$ cat src/rtl/display_scan_arbiter_pkg.sv
// display_scan_pkg
// Shared types and helpers for the 4-digit display scan arbiter.
//   scan_state_e  : scan FSM encoding (BLANK, DRIVE)
//   DIGITS        : number of multiplexed digits
//   digit_idx_t   : digit index, 0 = min_u ... 3 = hrs_d
//   nibble_sel()  : pick the BCD nibble of a packed 4-digit word
//   digit_onehot(): one-hot digit enable for an index
package display_scan_pkg;

    typedef enum logic [0:0] {
        SCAN_BLANK = 1'b0,
        SCAN_DRIVE = 1'b1
    } scan_state_e;

    localparam int DIGITS = 4;

    typedef logic [1:0] digit_idx_t;

    function automatic logic [3:0] nibble_sel(input logic [15:0] word, input digit_idx_t idx);
        return word[{idx, 2'b00} +: 4];
    endfunction

    function automatic logic [3:0] digit_onehot(input digit_idx_t idx);
        return 4'b0001 << idx;
    endfunction

endpackage

$ cat src/rtl/display_scan_arbiter_if.sv
// display_scan_arbiter_if
// Bus between the time/message sources, the scan arbiter and the seg7 path.
//   time_digits/time_dp : live time digits and decimal points (source side)
//   msg_req/msg_digits/msg_dp : message request and payload (source side)
//   msg_ack             : one-cycle capture pulse (arbiter side)
//   digit_sel/bcd/dp    : driven digit enable, value and decimal point
//   frame_done          : end-of-frame pulse
//   showing_msg         : message source owns the display
// modport master = sources/consumer side, modport slave = arbiter.
interface display_scan_arbiter_if;
    logic [15:0] time_digits;
    logic [3:0]  time_dp;
    logic        msg_req;
    logic [15:0] msg_digits;
    logic [3:0]  msg_dp;
    logic        msg_ack;
    logic [3:0]  digit_sel;
    logic [3:0]  bcd;
    logic        dp;
    logic        frame_done;
    logic        showing_msg;

    modport master (
        output time_digits, time_dp, msg_req, msg_digits, msg_dp,
        input  msg_ack, digit_sel, bcd, dp, frame_done, showing_msg
    );

    modport slave (
        input  time_digits, time_dp, msg_req, msg_digits, msg_dp,
        output msg_ack, digit_sel, bcd, dp, frame_done, showing_msg
    );
endinterface

$ cat src/rtl/display_scan_arbiter_slot_timer.sv
// scan_slot_timer
// Loadable down-counter timing one BLANK or DRIVE slot.
//   clk, reset   : clock, async active-high reset
//   load_i       : load load_val_i this cycle (wins over counting)
//   load_val_i   : slot length in cycles
//   cnt_o        : current count
//   tc_o         : count is 1, i.e. this is the last cycle of the slot
//   idle_o       : count is 0; only true straight out of reset
module scan_slot_timer #(
    parameter int W = 6
) (
    input  logic         clk,
    input  logic         reset,
    input  logic         load_i,
    input  logic [W-1:0] load_val_i,
    output logic [W-1:0] cnt_o,
    output logic         tc_o,
    output logic         idle_o
);
    logic [W-1:0] cnt_q, cnt_d;

    always_comb begin
        cnt_d = cnt_q;
        if (load_i) begin
            cnt_d = load_val_i;
        end else if (cnt_q != '0) begin
            cnt_d = cnt_q - 1'b1;
        end
    end

    always_ff @(posedge clk or posedge reset) begin
        if (reset) begin
            cnt_q <= '0;
        end else begin
            cnt_q <= cnt_d;
        end
    end

    assign cnt_o  = cnt_q;
    assign tc_o   = (cnt_q == W'(1));
    assign idle_o = (cnt_q == '0);
endmodule

$ cat src/rtl/display_scan_arbiter.sv
// display_scan_arbiter
// Scan scheduler for the 4-digit multiplexed 7-segment display: digit
// rotation, per-digit timing, optional anti-ghosting blank slot, and
// time/message source arbitration with a req/ack handshake.
//   clk, reset : clock, async active-high reset
//   bus        : display_scan_arbiter_if.slave (see interface file)
// Build option: DISPLAY_SCAN_BLANK_EN inserts a BLANK slot before each digit;
// without it digits are driven back to back and BLANK_CYCLES is unused.
//
// state | meaning
// BLANK | all digits off for BLANK_CYCLES (only with DISPLAY_SCAN_BLANK_EN)
// DRIVE | digit idx on for TICK_DIV cycles, then idx advances
module display_scan_arbiter
    import display_scan_pkg::*;
#(
    parameter int TICK_DIV     = 32,
    parameter int BLANK_CYCLES = 4,
    parameter int MSG_FRAMES   = 250
) (
    input  logic                  clk,
    input  logic                  reset,
    display_scan_arbiter_if.slave bus
);
    localparam int SLOT_MAX = (TICK_DIV > BLANK_CYCLES) ? TICK_DIV : BLANK_CYCLES;
    localparam int SW       = $clog2(SLOT_MAX + 1);
    localparam int FW       = $clog2(MSG_FRAMES + 1);

    localparam logic [SW-1:0] TICK_LOAD   = SW'(TICK_DIV);
    localparam logic [FW-1:0] FRAMES_LOAD = FW'(MSG_FRAMES);

    digit_idx_t    idx_q, idx_d;
    logic          slot_load;
    logic [SW-1:0] slot_load_val;
    logic [SW-1:0] slot_cnt;
    logic          slot_tc, slot_idle;
    logic          drive_entry, drive_next, boundary, slot_last_d;

    logic          pending_q, pending_d;
    logic          showing_q, showing_d;
    logic [FW-1:0] frames_q, frames_d;
    logic [15:0]   latch_digits_q, latch_digits_d;
    logic [3:0]    latch_dp_q, latch_dp_d;

    logic          ack_q, ack_d;
    logic [3:0]    sel_q, sel_d;
    logic [3:0]    bcd_q, bcd_d;
    logic          dp_q, dp_d;
    logic          frame_done_q, frame_done_d;
    logic          idle;

    scan_slot_timer #(.W(SW)) u_slot_timer (
        .clk        (clk),
        .reset      (reset),
        .load_i     (slot_load),
        .load_val_i (slot_load_val),
        .cnt_o      (slot_cnt),
        .tc_o       (slot_tc),
        .idle_o     (slot_idle)
    );

`ifdef DISPLAY_SCAN_BLANK_EN
    localparam logic [0:0]    ST_BLANK   = SCAN_BLANK;
    localparam logic [0:0]    ST_DRIVE   = SCAN_DRIVE;
    localparam logic [SW-1:0] BLANK_LOAD = SW'(BLANK_CYCLES);

    logic [0:0] state_q, state_d;

    // The idle timer after reset starts the first BLANK slot without
    // changing state, so digit 0 first drives BLANK_CYCLES cycles later.
    always_comb begin
        state_d       = state_q;
        idx_d         = idx_q;
        slot_load     = 1'b0;
        slot_load_val = BLANK_LOAD;
        drive_entry   = 1'b0;
        boundary      = 1'b0;
        if (slot_idle) begin
            slot_load = 1'b1;
        end else if (slot_tc) begin
            slot_load = 1'b1;
            if (state_q == ST_BLANK) begin
                state_d       = ST_DRIVE;
                slot_load_val = TICK_LOAD;
                drive_entry   = 1'b1;
            end else begin
                state_d  = ST_BLANK;
                idx_d    = idx_q + 2'd1;
                boundary = (idx_q == 2'd3);
            end
        end
        drive_next = (state_d == ST_DRIVE);
    end

    always_ff @(posedge clk or posedge reset) begin
        if (reset) begin
            state_q <= ST_BLANK;
        end else begin
            state_q <= state_d;
        end
    end
`else
    // Back-to-back digits: the frame boundary is the DRIVE entry of idx 0.
    always_comb begin
        idx_d         = idx_q;
        slot_load     = 1'b0;
        slot_load_val = TICK_LOAD;
        drive_entry   = 1'b0;
        boundary      = 1'b0;
        if (slot_idle) begin
            slot_load   = 1'b1;
            drive_entry = 1'b1;
        end else if (slot_tc) begin
            slot_load   = 1'b1;
            drive_entry = 1'b1;
            idx_d       = idx_q + 2'd1;
            boundary    = (idx_q == 2'd3);
        end
        drive_next = 1'b1;
    end
`endif

    // Count value after this edge is 1 -> next registered cycle is the last of its slot.
    assign slot_last_d = slot_load ? (slot_load_val == SW'(1)) : (slot_cnt == SW'(2));
    assign idle        = !pending_q && !showing_q;

    always_comb begin
        ack_d          = bus.msg_req && idle;
        pending_d      = pending_q;
        showing_d      = showing_q;
        frames_d       = frames_q;
        latch_digits_d = latch_digits_q;
        latch_dp_d     = latch_dp_q;
        frame_done_d   = drive_next && (idx_d == 2'd3) && slot_last_d;

        if (ack_d) begin
            pending_d      = 1'b1;
            latch_digits_d = bus.msg_digits;
            latch_dp_d     = bus.msg_dp;
        end
        if (frame_done_d && showing_q && (frames_q != '0)) begin
            frames_d = frames_q - 1'b1;
        end
        // Boundary and frame_done never share an edge, so no decrement clash.
        if (boundary) begin
            if (pending_q) begin
                pending_d = 1'b0;
                showing_d = 1'b1;
                frames_d  = FRAMES_LOAD;
            end else if (showing_q && (frames_q == '0)) begin
                showing_d = 1'b0;
            end
        end
    end

    // The latch only changes while idle, so it is stable whenever showing_d selects it.
    always_comb begin
        sel_d = drive_next ? digit_onehot(idx_d) : 4'h0;
        bcd_d = bcd_q;
        dp_d  = dp_q;
        if (!drive_next) begin
            bcd_d = 4'h0;
            dp_d  = 1'b0;
        end else if (drive_entry) begin
            if (showing_d) begin
                bcd_d = nibble_sel(latch_digits_q, idx_d);
                dp_d  = latch_dp_q[idx_d];
            end else begin
                bcd_d = nibble_sel(bus.time_digits, idx_d);
                dp_d  = bus.time_dp[idx_d];
            end
        end
    end

    always_ff @(posedge clk or posedge reset) begin
        if (reset) begin
            idx_q          <= 2'd0;
            pending_q      <= 1'b0;
            showing_q      <= 1'b0;
            frames_q       <= '0;
            latch_digits_q <= 16'h0;
            latch_dp_q     <= 4'h0;
            ack_q          <= 1'b0;
            sel_q          <= 4'h0;
            bcd_q          <= 4'h0;
            dp_q           <= 1'b0;
            frame_done_q   <= 1'b0;
        end else begin
            idx_q          <= idx_d;
            pending_q      <= pending_d;
            showing_q      <= showing_d;
            frames_q       <= frames_d;
            latch_digits_q <= latch_digits_d;
            latch_dp_q     <= latch_dp_d;
            ack_q          <= ack_d;
            sel_q          <= sel_d;
            bcd_q          <= bcd_d;
            dp_q           <= dp_d;
            frame_done_q   <= frame_done_d;
        end
    end

    assign bus.msg_ack     = ack_q;
    assign bus.digit_sel   = sel_q;
    assign bus.bcd         = bcd_q;
    assign bus.dp          = dp_q;
    assign bus.frame_done  = frame_done_q;
    assign bus.showing_msg = showing_q;
endmodule

$ cat src/flat_wrapper.sv
// flat-port wrapper written by rule: the top's interface ports become plain ports
module display_scan_arbiter_flat import display_scan_pkg::*;
#(
    parameter int TICK_DIV     = 32,
    parameter int BLANK_CYCLES = 4,
    parameter int MSG_FRAMES   = 250
)
  (clk, reset, bus_time_digits, bus_time_dp, bus_msg_req, bus_msg_digits, bus_msg_dp, bus_msg_ack, bus_digit_sel, bus_bcd, bus_dp, bus_frame_done, bus_showing_msg);
  display_scan_arbiter_if bus_i ();
  input  logic clk;
  input  logic reset;
  input wire logic [$bits(bus_i.time_digits)-1:0] bus_time_digits;
  input wire logic [$bits(bus_i.time_dp)-1:0] bus_time_dp;
  input wire logic [$bits(bus_i.msg_req)-1:0] bus_msg_req;
  input wire logic [$bits(bus_i.msg_digits)-1:0] bus_msg_digits;
  input wire logic [$bits(bus_i.msg_dp)-1:0] bus_msg_dp;
  output wire logic [$bits(bus_i.msg_ack)-1:0] bus_msg_ack;
  output wire logic [$bits(bus_i.digit_sel)-1:0] bus_digit_sel;
  output wire logic [$bits(bus_i.bcd)-1:0] bus_bcd;
  output wire logic [$bits(bus_i.dp)-1:0] bus_dp;
  output wire logic [$bits(bus_i.frame_done)-1:0] bus_frame_done;
  output wire logic [$bits(bus_i.showing_msg)-1:0] bus_showing_msg;
  assign bus_i.time_digits = bus_time_digits;
  assign bus_i.time_dp = bus_time_dp;
  assign bus_i.msg_req = bus_msg_req;
  assign bus_i.msg_digits = bus_msg_digits;
  assign bus_i.msg_dp = bus_msg_dp;
  assign bus_msg_ack = bus_i.msg_ack;
  assign bus_digit_sel = bus_i.digit_sel;
  assign bus_bcd = bus_i.bcd;
  assign bus_dp = bus_i.dp;
  assign bus_frame_done = bus_i.frame_done;
  assign bus_showing_msg = bus_i.showing_msg;
  display_scan_arbiter #(.TICK_DIV(TICK_DIV), .BLANK_CYCLES(BLANK_CYCLES), .MSG_FRAMES(MSG_FRAMES)) u_core (.clk(clk), .reset(reset), .bus(bus_i));
endmodule
$ cat config.mk
export PLATFORM = sky130hd
export DESIGN_NAME = display_scan_arbiter_flat
export DESIGN_NICKNAME = d
export VERILOG_FILES = /design/src/rtl/display_scan_arbiter_pkg.sv /design/src/rtl/display_scan_arbiter_if.sv /design/src/rtl/display_scan_arbiter_slot_timer.sv /design/src/rtl/display_scan_arbiter.sv /design/src/flat_wrapper.sv
export SDC_FILE = /design/constraint.sdc
export NUM_CORES = 1
export LEC_CHECK = 0
export CAP_MARGIN = 30
export CORE_MARGIN = 1
export CORE_UTILIZATION = 55
export CTS_CLUSTER_DIAMETER = 30
export DETAILED_ROUTE_END_ITERATION = 8
export HOLD_SLACK_MARGIN = 0.12
export PLACE_DENSITY = 0.87
export SETUP_SLACK_MARGIN = 0.02
export SYNTH_ARGS = -nofsm -noshare
export SYNTH_HDL_FRONTEND = slang
export SYNTH_SLANG_ARGS = --single-unit
$ cat constraint.sdc
create_clock -name clk -period 4.46 [get_ports clk]
set_input_delay 0.892 -clock clk [delete_from_list [all_inputs] [get_ports clk]]
set_output_delay 0.892 -clock clk [all_outputs]
set_load 0.02 [all_outputs]
# Word-level counts from Yosys, hierarchy flattened
# Index checks and enable logic that the tools add are counted.
# totals
wordCells,60
inputBits,43
ff_bits,49
out_inout_bits,12
# op_classes
reduce_logical,13
mux,24
n_shift,3
n_eq_ne,4
n_lt_le_gt_ge,1
n_addsub,3
# op_table
cell,count
indexed part select 16 x 5 -> 4 bit,2
2-to-1 mux 8 bit,3
2-to-1 mux 1 bit,14
2-to-1 mux 6 bit,2
zero test 8 bit,1
nonzero test 8 bit,1
"subtractor 8 x 1 -> 8 bit, second input constant",1
"== test 6 x 1 -> 1 bit, second input constant",1
"== test 6 x 2 -> 1 bit, second input constant",1
logical AND 1 bit,6
zero test 6 bit,1
nonzero test 6 bit,1
"subtractor 6 x 1 -> 6 bit, second input constant",1
binary-select mux 1 bit (select 2 bit),2
"== test 2 bit, second input constant",2
2-to-1 mux 2 bit,2
2-to-1 mux 4 bit,1
"left shift 1 x 2 -> 4 bit, first input constant",1
"< comparator 2 x 3 -> 1 bit, second input constant",1
"adder 2 x 1 -> 2 bit, second input constant",1
zero test 1 bit,2
nonzero test 2 bit,1

# Depth between registers and ports, before layout
# logic_depth
word_depth,10
ltp_mapped,8
ltp_nobuf,8

# Cells and area by module
# From an unflattened synthesis, not the netlist that was laid out.
# unflattened
hier_cells,196
hier_area_um2,2580.0
# modules_own_cells
mod,area_per_inst_um2,cells_each,seq_area_each_um2,n_inst
display_scan_arbiter,2169.6,154,1076.0,1
scan_slot_timer,410.4,42,150.1,1

# Least setup slack after synthesis
# OpenSTA, ideal clock, no wires.
# synth_path
kind,register to register
from,"register u_core.u_slot_timer.cnt_q[2], in the netlist u_core.u_slot_timer.cnt_o[2]"
to,"register u_core.dp_q, in the netlist u_core.bus.dp"
setup_time_ns,0.123
t_arrival_ns,2.096
path_buffers,1
stages_incl_launch_ff,7
path_slack_ns,2.241
required_time_ns,4.337
period_less_slack_ns,2.219
path_cell_list,dfrtp_1 -> or4_4 -> buf_6 -> nor2_8 -> xnor2_2 -> mux4_2 -> o221a_1
# synth_via
elab_chain_len,6
elab_cells_between_ends,14
classes_between,eq/ne: 1; mux: 12; reduce/logical: 1
# synth_rtl
element,line_no,text
from (decl),display_scan_arbiter_slot_timer.sv:20,"logic [W-1:0] cnt_q, cnt_d;"
from (signal assigned),display_scan_arbiter_slot_timer.sv:35,cnt_q <= cnt_d;
== test 6 x 1 -> 1 bit,display_scan_arbiter_slot_timer.sv:40,assign tc_o = (cnt_q == W'(1));
2-to-1 mux 2 bit,display_scan_arbiter.sv:112,end else if (slot_tc) begin
2-to-1 mux 2 bit,display_scan_arbiter.sv:109,if (slot_idle) begin
binary-select mux 1 bit (select 2 bit) (on tied branches),"display_scan_arbiter.sv:169, display_scan_arbiter.sv:166",
2-to-1 mux 1 bit (on tied branches),"display_scan_arbiter.sv:169, display_scan_arbiter.sv:166",
2-to-1 mux 1 bit,display_scan_arbiter.sv:164,if (showing_d) begin
to (signal assigned),display_scan_arbiter.sv:197,dp_q <= dp_d;
to (decl),display_scan_arbiter.sv:47,"logic dp_q, dp_d;"
# Several ways; a longest one is shown, not always the timed one. The select of a mux whose other input is x is not followed.
# A chain may end at the register's enable or synchronous reset.

# Worst setup path after layout
# layout_path
from,register u_core.idx_q[1]
to,"register u_core.bcd_q[1], in the netlist u_core.bus.bcd[1]"
# layout_via
elab_chain_len,5
elab_cells_between_ends,10
classes_between,add/sub: 1; eq/ne: 1; shift: 2; mux: 6
# layout_rtl
element,line_no,text
from (decl),display_scan_arbiter.sv:31,"digit_idx_t idx_q, idx_d;"
from (signal assigned),display_scan_arbiter.sv:188,idx_q <= idx_d;
adder 2 x 1 -> 2 bit or == test 2 bit (tied branches),"display_scan_arbiter.sv:115, display_scan_arbiter.sv:116",
2-to-1 mux 2 bit or 2-to-1 mux 1 bit (tied branches),display_scan_arbiter.sv:112,
2-to-1 mux 2 bit or 2-to-1 mux 1 bit (tied branches),display_scan_arbiter.sv:109,
indexed part select 16 x 5 -> 4 bit or 2-to-1 mux 1 bit (tied branches),"display_scan_arbiter_pkg.sv:20, display_scan_arbiter.sv:144",
2-to-1 mux 4 bit (*),display_scan_arbiter.sv:164,
to (signal assigned),display_scan_arbiter.sv:184,bcd_q <= 4'h0;
to (signal assigned),display_scan_arbiter.sv:196,bcd_q <= bcd_d;
to (decl),display_scan_arbiter.sv:46,"logic [3:0] bcd_q, bcd_d;"
# Mark *: on every way between the ends. The rest lies on a longest branch, timed or not.

==> results.md <==
- Pleak: 1.583 nW
- Fin util: 72.78%
- Core Rows: 25
- Die area: roughly 5400 um^2
- Synth top area cells: dfrtp_1 (44%), mux2_2 (10%), mux2i_1 (9.2%)
- CP Launch Type: flip-flop
- Fin. max-slew vios: 0
- Count leader, synth: dfrtp_1
- Yosys reg bits: 49
- Detailed Routing Iterations Pass 1: 4
- Cts bufs inserted: 5
- Setup CP Type: reg -> reg
- CP Data Arrival Time: 3.21 ns
- Peak VDD IR: 0.0001785 V
- Layout area overhead: 24.42%
- RD Place Congestion: 0.8218
- Routed Antenna Nets: 0
- Final worst slack: 1.457 ns
- Final setup vio count: 0
- I/O Buffers: 54
- Clock sink total: 49
- Final Hold Violating Endpoints: 0
- Drc violations: 0
- Main flop type after synthesis: dfrtp_1
- Post-DP HPWL: 4.555 mm
- Die height: between 70 and 80 um
- Grt ovf: 0
- Total area of sequential cells: 1226 um^2
- Unrepaired setup endpoints after global routing: false
- Cell count after synthesis: 251
- Type of the tightest min-delay check: reg -> reg
- Initial core utilization: 58.49%
- DR vias/cell: 5.743
- Pwr Total: about 0.8 mW
- Via count: roughly 2100
- Number of global-route vias before repair: around 2200
- Clk pwr share: 32.6%
- Sequential power share: approximately 57%
- Routed length per instance: about 17 um
- CP max FO: 23
- Setup tns final: 0 ns
- Upper clock frequency limit: 333.0 MHz
- P_sw: 0.1958 mW
- Syn_nets: approximately 300
- Initial DRC Count: between 100 and 150
- Clk_lat worst skew: 0.30 ns
- Clock Tree Root: clkbuf_8
- Synth unique cells: 50
- Synth warn: 0
- Dpl cell area: 3416 um^2
- Max-Cap Viols: 0
- IO Count: 55
- H-tree levels: 2
- Placed Cells: about 360
- Synth Cell Area: 2818 um^2
- Post-CTS resize count: 0
- GRT Total Usage: 25.63%
- Nets: approximately 350
- Internal Power: about 0.63 mW
- Placement Setup Slack: ~1.5 ns
- Asr flop ratio synth: 100.0%
- Seq/Total Area, Yosys: 43.52%
- Synthesized area per cell: 11.23 um^2
- Post-synth EDFFs: 0
- Status: complete, no violations
- Switching portion of total power: 23.85%
- Post-synth top cells: dfrtp_1 (49), mux2i_1 (26), mux2_2 (25), nor2_1 (18), o21ai_0 (14)
- Synth area leader: dfrtp_1
- Total wire length: 6.129 mm
- Endpoint class of the critical path: flip-flop
- Tmin final: 3.003 ns
- Hold WS: a little over 0.5 ns
- # hold bufs at CTS: 0
- Core area: between 4000 and 5000 um^2
- Top-area cell type share of the netlist area: between 40% and 50%
- N_diodes: 0
- Maximum number of pins on one net before global-route repair: 29
- Tightest Pin Transition: 0.9493 ns
- Final std cells w/o fill: 370
- Combinational share of power: 10.8%
- Max clock buf depth: 2
- Die X: 73.58 um
- Req. time, crit path: 4.67 ns
- Multi-input gate area: 1500 um^2
- Power Density: 234.1 nW/um^2
- Fillers: around 380
- First-pass GRT wire length: around 10 mm
- Post-CTS Setup Repair Bufs: 0
- Clock Skew: 0.001904 ns
- Number of antenna violations at the first check in global routing: 0
- Period utilisation layout: 67.33%
- Relative slew margins: between 30% and 40%
- Share of cells above drive strength 1: 15.51%
- CTS tree: yes
- Final Instance Area: 3506 um^2
- Clock slew at reported path FFs: 0.09 ns
-- placed cells by master (no fill, tap or decap), types with 2 or more instances in the layout --
master,Yosys,layout
mux2_2,25,25
nor4_1,3,3
nor2_1,18,18
a221oi_1,2,2
and3_1,4,4
nor3_1,4,4
o21ai_0,14,14
o31ai_1,2,2
and2_1,4,4
xnor2_1,4,4
a21oi_1,4,4
o21ai_1,2,2
mux4_2,3,3
mux2i_1,26,26
inv_1,9,8
clkdlybuf4s50_1,0,54
ha_1,7,7
mux4_1,4,4
o21a_1,2,2
or3_1,3,3
nor2b_1,2,2
nand3_1,6,6
nand2_1,12,12
dfrtp_1,49,49
inv_2,1,2
nand2b_1,3,3
clkbuf_8,0,5
nand4_1,5,5
a31oi_1,2,2
-- routing by layer --
| layer | part of all wire, % | routed length, um | vias to the layer above | global-route usage (%) |
|---|---|---|---|---|
| li1 | - | - | 1022 | - |
| met1 | 45 | 2767 | 1035 | 34.11 |
| met2 | 49 | 3017 | 57 | 42.71 |
| met3 | 4.0 | 244 | 11 | 4.801 |
| met4 | 1.6 | 99 | 0 | 7.479 |
| met5 | 0 | 0 | - | 0 |
-- sequential cells by signal, indices dropped and copies added, names as in the netlist, 2 cells and up --
| signal | cells |
|---|---|
| u_core.idx_q | 2 |
| u_core.bus.digit_sel | 4 |
| u_core.latch_dp_q | 4 |
| u_core.u_slot_timer.cnt_o | 6 |
| u_core.bus.bcd | 4 |
| u_core.frames_q | 8 |
| u_core.latch_digits_q | 16 |
-- power groups by stage --
stage	clock, mW	sequential, mW	combinational (mW)
3_3_place_gp	0	0.472	0.0845
3_5_place_dp	0	0.473	0.0893
2_1_floorplan	0	0.473	0.0329
4_1_cts	0.273	0.464	0.0899
5_1_grt	0.294	0.466	0.0966
6_report	0.267	0.464	0.0890
-- worst max-delay path, stage by stage, from the launching register on --
cell and delay [ns]:
dfrtp_1 0.74, ha_1 1.06, mux2i_1 0.16, mux4_1 0.52, and2_1 0.17, o31ai_1 0.25
-- path summary, 6_finish.rpt --
check | startpoint | cells past startpoint | end | slack [ns]
hold / removal | u_core.bus.bcd[3]$_DFFE_PP0P_ | 2 | u_core.bus.bcd[3]$_DFFE_PP0P_ | 0.51
min in group asynchronous | reset | 2 | u_core.bus.digit_sel[1]$_DFF_PP0_ | 0.92
max in group asynchronous | reset | 3 | u_core.frames_q[0]$_DFF_PP0_ | 3.04
setup reg to reg | u_core.idx_q[1]$_DFF_PP0_ | 5 | u_core.bus.bcd[1]$_DFFE_PP0P_ | 1.46
hold reg to reg | u_core.bus.bcd[3]$_DFFE_PP0P_ | 2 | u_core.bus.bcd[3]$_DFFE_PP0P_ | 0.51
setup / recovery | u_core.idx_q[1]$_DFF_PP0_ | 5 | u_core.bus.bcd[1]$_DFFE_PP0P_ | 1.46
-- cells by family (layout without fill, tap and decap cells) --
logic type | Yosys count | count (layout) | synth area share, %
AO/OA/AOI/OAI | 36 | 36 | 8.260
XOR/XNOR | 6 | 6 | 2.132
adder cells (fa/ha/maj) | 7 | 7 | 3.108
buffers and inverters | 22 | 74 | 3.419
flip-flops | 49 | 49 | 43.52
multiplexers | 58 | 58 | 25.36
AND/OR/NAND/NOR | 73 | 73 | 14.21
-- final cells by class --
type / instances / share of cell area [%]
tap: 67 / 2.391
multi-input combinational: 180 / 42.79
inverter: 10 / 1.071
sequential: 49 / 34.98
clock inverter: 3 / 0.6067
timing repair buffer: 56 / 16.20
clock buffer: 5 / 1.963
Power figures use the tool's default switching activity.
